===== src/rtl/bpm_display.sv =====
// ---------------------------------------------------------------------------
// bpm_display
// Multiplexed three-digit 7-segment driver for a heart-rate (BPM) readout.
// A prescaler produces a scan tick every REFRESH_DIV clocks; each tick
// advances the displayed digit position 0->1->2->0. The BCD inputs are
// captured only at the 2->0 frame wrap, so a frame never mixes old and new
// digits. Leading zeros of digits 2 and 1 are blanked, and values 10-15
// show a dash. A heartbeat pulse lights the decimal point on digit 0 for
// DP_HOLD scan ticks.
//
// Ports:
//   clk    in   system clock, rising edge
//   rst    in   synchronous active-high reset
//   d2     in   [3:0] BCD hundreds digit
//   d1     in   [3:0] BCD tens digit
//   d0     in   [3:0] BCD ones digit
//   pulse  in   one-cycle heartbeat strobe
//   an_n   out  [7:0] digit anodes, active-low, bit i = position i
//   seg_n  out  [6:0] segments {g,f,e,d,c,b,a}, active-low
//   dp_n   out  decimal point, active-low
// ---------------------------------------------------------------------------
module bpm_display #(
    parameter int REFRESH_DIV = 100000,
    parameter int DP_HOLD     = 150
) (
    input  logic       clk,
    input  logic       rst,
    input  logic [3:0] d2,
    input  logic [3:0] d1,
    input  logic [3:0] d0,
    input  logic       pulse,
    output logic [7:0] an_n,
    output logic [6:0] seg_n,
    output logic       dp_n
);

    localparam int PW = $clog2(REFRESH_DIV);
    localparam int CW = $clog2(DP_HOLD + 1);

    localparam logic [PW-1:0] PRE_LAST  = PW'(REFRESH_DIV - 1);
    localparam logic [CW-1:0] HOLD_LOAD = CW'(DP_HOLD);

    localparam logic [1:0] IDX0 = 2'd0;
    localparam logic [1:0] IDX1 = 2'd1;
    localparam logic [1:0] IDX2 = 2'd2;

    logic [PW-1:0] presc;
    logic [1:0]    idx;
    logic [3:0]    h2, h1, h0;
    logic [CW-1:0] hold;

    logic          tick;
    logic [1:0]    idx_nx;
    logic [3:0]    h2_nx, h1_nx, h0_nx;
    logic [CW-1:0] hold_nx;
    logic [3:0]    cur;
    logic          blank;
    logic [7:0]    an_nx;
    logic [6:0]    seg_nx;
    logic          dp_nx;

    function automatic logic [6:0] seg_of(input logic [3:0] v);
        logic [6:0] s;
        case (v)
            4'd0:    s = 7'h40;
            4'd1:    s = 7'h79;
            4'd2:    s = 7'h24;
            4'd3:    s = 7'h30;
            4'd4:    s = 7'h19;
            4'd5:    s = 7'h12;
            4'd6:    s = 7'h02;
            4'd7:    s = 7'h78;
            4'd8:    s = 7'h00;
            4'd9:    s = 7'h10;
            default: s = 7'h3F;   // dash for non-BCD values
        endcase
        return s;
    endfunction

    // Outputs are decoded from the post-tick state so the registered display
    // shows the new digit position in the cycle right after the tick.
    always_comb begin
        tick    = (presc == PRE_LAST);
        idx_nx  = idx;
        h2_nx   = h2;
        h1_nx   = h1;
        h0_nx   = h0;
        if (tick) begin
            if (idx == IDX2) begin
                idx_nx = IDX0;
                h2_nx  = d2;
                h1_nx  = d1;
                h0_nx  = d0;
            end else begin
                idx_nx = idx + 2'd1;
            end
        end

        // Reload takes priority over the tick decrement.
        hold_nx = hold;
        if (pulse)
            hold_nx = HOLD_LOAD;
        else if (tick && hold != '0)
            hold_nx = hold - CW'(1);

        case (idx_nx)
            IDX0: begin
                cur   = h0_nx;
                blank = 1'b0;
            end
            IDX1: begin
                cur   = h1_nx;
                blank = (h2_nx == 4'd0) && (h1_nx == 4'd0);
            end
            default: begin
                cur   = h2_nx;
                blank = (h2_nx == 4'd0);
            end
        endcase

        seg_nx = blank ? 7'h7F : seg_of(cur);
        an_nx  = ~(8'd1 << idx_nx);
        dp_nx  = !((idx_nx == IDX0) && (hold_nx != '0));
    end

    always_ff @(posedge clk) begin
        if (rst) begin
            presc <= '0;
            idx   <= IDX0;
            h2    <= '0;
            h1    <= '0;
            h0    <= '0;
            hold  <= '0;
            an_n  <= '1;
            seg_n <= '1;
            dp_n  <= 1'b1;
        end else begin
            presc <= tick ? '0 : presc + PW'(1);
            idx   <= idx_nx;
            h2    <= h2_nx;
            h1    <= h1_nx;
            h0    <= h0_nx;
            hold  <= hold_nx;
            // Anodes stay dark after reset until the first scan tick.
            if (tick) begin
                an_n  <= an_nx;
                seg_n <= seg_nx;
            end
            dp_n  <= dp_nx;
        end
    end

endmodule


===== config.mk =====
export PLATFORM = sky130hd
export DESIGN_NAME = bpm_display
export DESIGN_NICKNAME = d
export VERILOG_FILES = /design/src/rtl/bpm_display.sv
export SDC_FILE = /design/constraint.sdc
export NUM_CORES = 1
export LEC_CHECK = 0
export CAP_MARGIN = 25
export CORE_MARGIN = 8
export CORE_UTILIZATION = 60
export DETAILED_ROUTE_END_ITERATION = 8
export PLACE_DENSITY = 0.85
export SETUP_SLACK_MARGIN = 0.5
export SLEW_MARGIN = 20
export SYNTH_ARGS = -nofsm -noshare
export SYNTH_HDL_FRONTEND = slang
export SYNTH_SLANG_ARGS = --single-unit

===== constraint.sdc =====
create_clock -name clk -period 7.2 [get_ports clk]
set_input_delay 1.8 -clock clk [delete_from_list [all_inputs] [get_ports clk]]
set_output_delay 1.8 -clock clk [all_outputs]
set_load 0.05 [all_outputs]

==> flow_summary.json <==
{
  "end_kind": "flop",
  "layout_commonest_cell": "dfxtp_1",
  "htreeDepth": 2,
  "syn_area_mm2": 0.00269,
  "ctsResizeCount": 0,
  "core_mm2": 0.00432,
  "synth_compound_area_frac": 0.0764,
  "fin_crit_sh": 0.528,
  "synthXorXnorAreaFrac": 0.0652,
  "cts_tree": "built",
  "gp_congestion": 0.809,
  "async_flop_share": 0,
  "cp_max_fo": 7,
  "drive_above_1_share": 0.0714,
  "die_h_um": 82.9,
  "synth_simple_gate_area_frac": 0.275,
  "start_util": 0.621,
  "antenna_cells": 0,
  "first_iter_violations": 125,
  "grt.total_usage": 0.164,
  "mostFrequentLayoutCells": "dfxtp_1 (51), nor2_1 (47), clkdlybuf4s50_1 (26)",
  "status": "complete, no violations",
  "rows": 24,
  "drc": 0,
  "first_pass_iters": 4,
  "holdCritPathClass": "flop to flop",
  "cts.hold.buffers_added": 0,
  "clock-sinks": 51,
  "synthFlopType": "dfxtp_1",
  "post-cts-setup-buffers": 0,
  "netlist_instances": 301,
  "avgSynthCellArea_um2": 8.92,
  "tns_ns": 0,
  "swShare": 0.229,
  "wl_mm": 5.68,
  "multi_input_area_mm2": 0.00155,
  "synth-adder-area-share": 0.0419,
  "arrival_ns": 4.05,
  "utilization": 0.702,
  "hold_viol": 0,
  "synth-seq-area-share": 0.380,
  "p_clk_frac": 0.375,
  "rsz0062_at_grt": "no",
  "postPlaceCellArea_mm2": 0.00293,
  "synth_edf_count": 0,
  "p_leak_nw": 1.08,
  "ir_worst_vdd_mv": 0.108,
  "p_int_w": 0.000402,
  "die_area_mm2": 0.00687,
  "p_comb_frac": 0.070,
  "numPortBuffers": 26,
  "vias_per_cell": 5.89,
  "p_seq_frac": 0.555,
  "fillCellCount": 354,
  "slew_viol_final": 0,
  "grt_pass1_vias": 2086,
  "fin_nets": 346,
  "grt_max_degree": 34,
  "muxShareOfSynthArea": 0.114,
  "clock_skew_ns": 0.00526,
  "cts_root_buf": "clkbuf_8",
  "wl_per_cell_um": 15.2,
  "p_switching_w": 0.000119,
  "antenna_found_initial": 0,
  "synth_top_family_by_area": "simple AND/OR/NAND/NOR gates",
  "max_freq_mhz": 263,
  "insertion_delay_ns": 0.31,
  "ys_ff_latch": 51,
  "fp.dieW_um": 82.9,
  "fin_area_mm2": 0.00304,
  "fin_crit_ns": 3.80,
  "cts_max_path_buffers": 2,
  "setup_viol": 0,
  "max-slew-margin-rel": 0.479,
  "crit_type": "input pin to flop",
  "seqCellArea_mm2": 0.00102,
  "crit_required_ns": 7.44,
  "whs_ns": 0.447,
  "io_pins": 31,
  "yosys_warnings": 0,
  "vias": 2203,
  "pwr_density_cell_mw_per_mm2": 172,
  "ant_nets": 0,
  "grt_pass1_wl_mm": 9.63,
  "tightestPinTransition_ns": 0.782,
  "max_cap_viol_count": 0,
  "syn_to_final_growth_pct": 13.0,
  "ys_types": 46,
  "crit_path_start_kind": "input pin",
  "cts_inserted_buffers": 5,
  "clkTransAtPathRegs_ns": 0.09,
  "p_total_w": 0.000521,
  "grt_overflow": 0,
  "hpwl_mm": 4.11
}
-- per-layer routing --
metal / up-vias / global-route usage / share of wire
met2: 52 / 0.277 / 0.50
met5: - / 0 / 0
met3: 11 / 0.0488 / 0.053
met4: 0 / 0.0735 / 0.020
li1: 1092 / - / -
met1: 1048 / 0.184 / 0.43
-- flip-flops by register name (all words and copies together) (netlist names) --
register	cells
presc	17
hold	8
seg_n	7
an_n	4
h0	4
h1	4
h2	4
idx	2
dp_n	1
-- power groups by stage --
stage	logic (W)	clock network, W	registers, W
floorplan	0.0000235	0	0.000296
global placement	0.0000354	0	0.000296
detailed placement	0.0000359	0	0.000296
CTS	0.0000362	0.000199	0.000289
global route	0.0000397	0.000209	0.000290
finish	0.0000365	0.000195	0.000289
-- worst paths after layout --
path / slack (ns) / from / to / depth (start not counted)
worst min-delay path: 0.45 / an_n[3] / an_n[3] / 1
worst max register to register: 4.24 / presc[0] / seg_n[4] / 8
worst min register to register: 0.45 / an_n[3] / an_n[3] / 1
worst max-delay path: 3.40 / d0[1] / seg_n[4] / 7
-- logic make-up after synthesis --
family,after synthesis
fa+ha+maj,9
compound gates,36
buf+inv,22
mux,25
other cells,1
simple gates,137
xor+xnor,20
flops,51
-- Yosys cell counts, types with 3 or more instances --
cell type / n / share of area
o21ai_0: 14 / 0.026
and3_1: 4 / 0.0093
nand4_1: 6 / 0.014
buf_4: 4 / 0.011
mux4_2: 4 / 0.034
nand2_1: 17 / 0.024
inv_1: 6 / 0.0084
ha_1: 9 / 0.042
xnor2_1: 9 / 0.029
nor4_1: 3 / 0.0070
nand3b_1: 3 / 0.0084
a21oi_1: 14 / 0.026
dfxtp_1: 51 / 0.38
mux2i_1: 19 / 0.071
nand2b_1: 8 / 0.019
or3_1: 4 / 0.0093
clkbuf_1: 6 / 0.0084
nor2_1: 47 / 0.066
nand3_1: 11 / 0.021
nor4b_1: 4 / 0.013
nor3_1: 14 / 0.026
xor2_1: 11 / 0.036
buf_6: 3 / 0.013
-- stage by stage --
step	instances	setup slack, ns
after floorplan	304	3.77
after global placement	367	3.23
after detailed placement	367	3.09
after CTS	374	3.40
after global routing	374	3.27
final	374	3.40
-- worst max-delay path, stage by stage --
cell	delay (ns)
clkdlybuf4s50_1	0.42
mux4_2	0.48
mux2i_1	0.50
inv_1	0.18
ha_1	0.26
mux2_2	0.27
a21oi_1	0.13
-- layout make-up --
class | instances | share of cell area
clock buffer | 5 | 0.0227
clock inverter | 2 | 0.0124
inverter | 6 | 0.00742
multi-input combinational | 231 | 0.512
sequential | 51 | 0.336
tap | 52 | 0.0214
timing repair buffer | 27 | 0.0882
(Power assumes the default switching activity.)
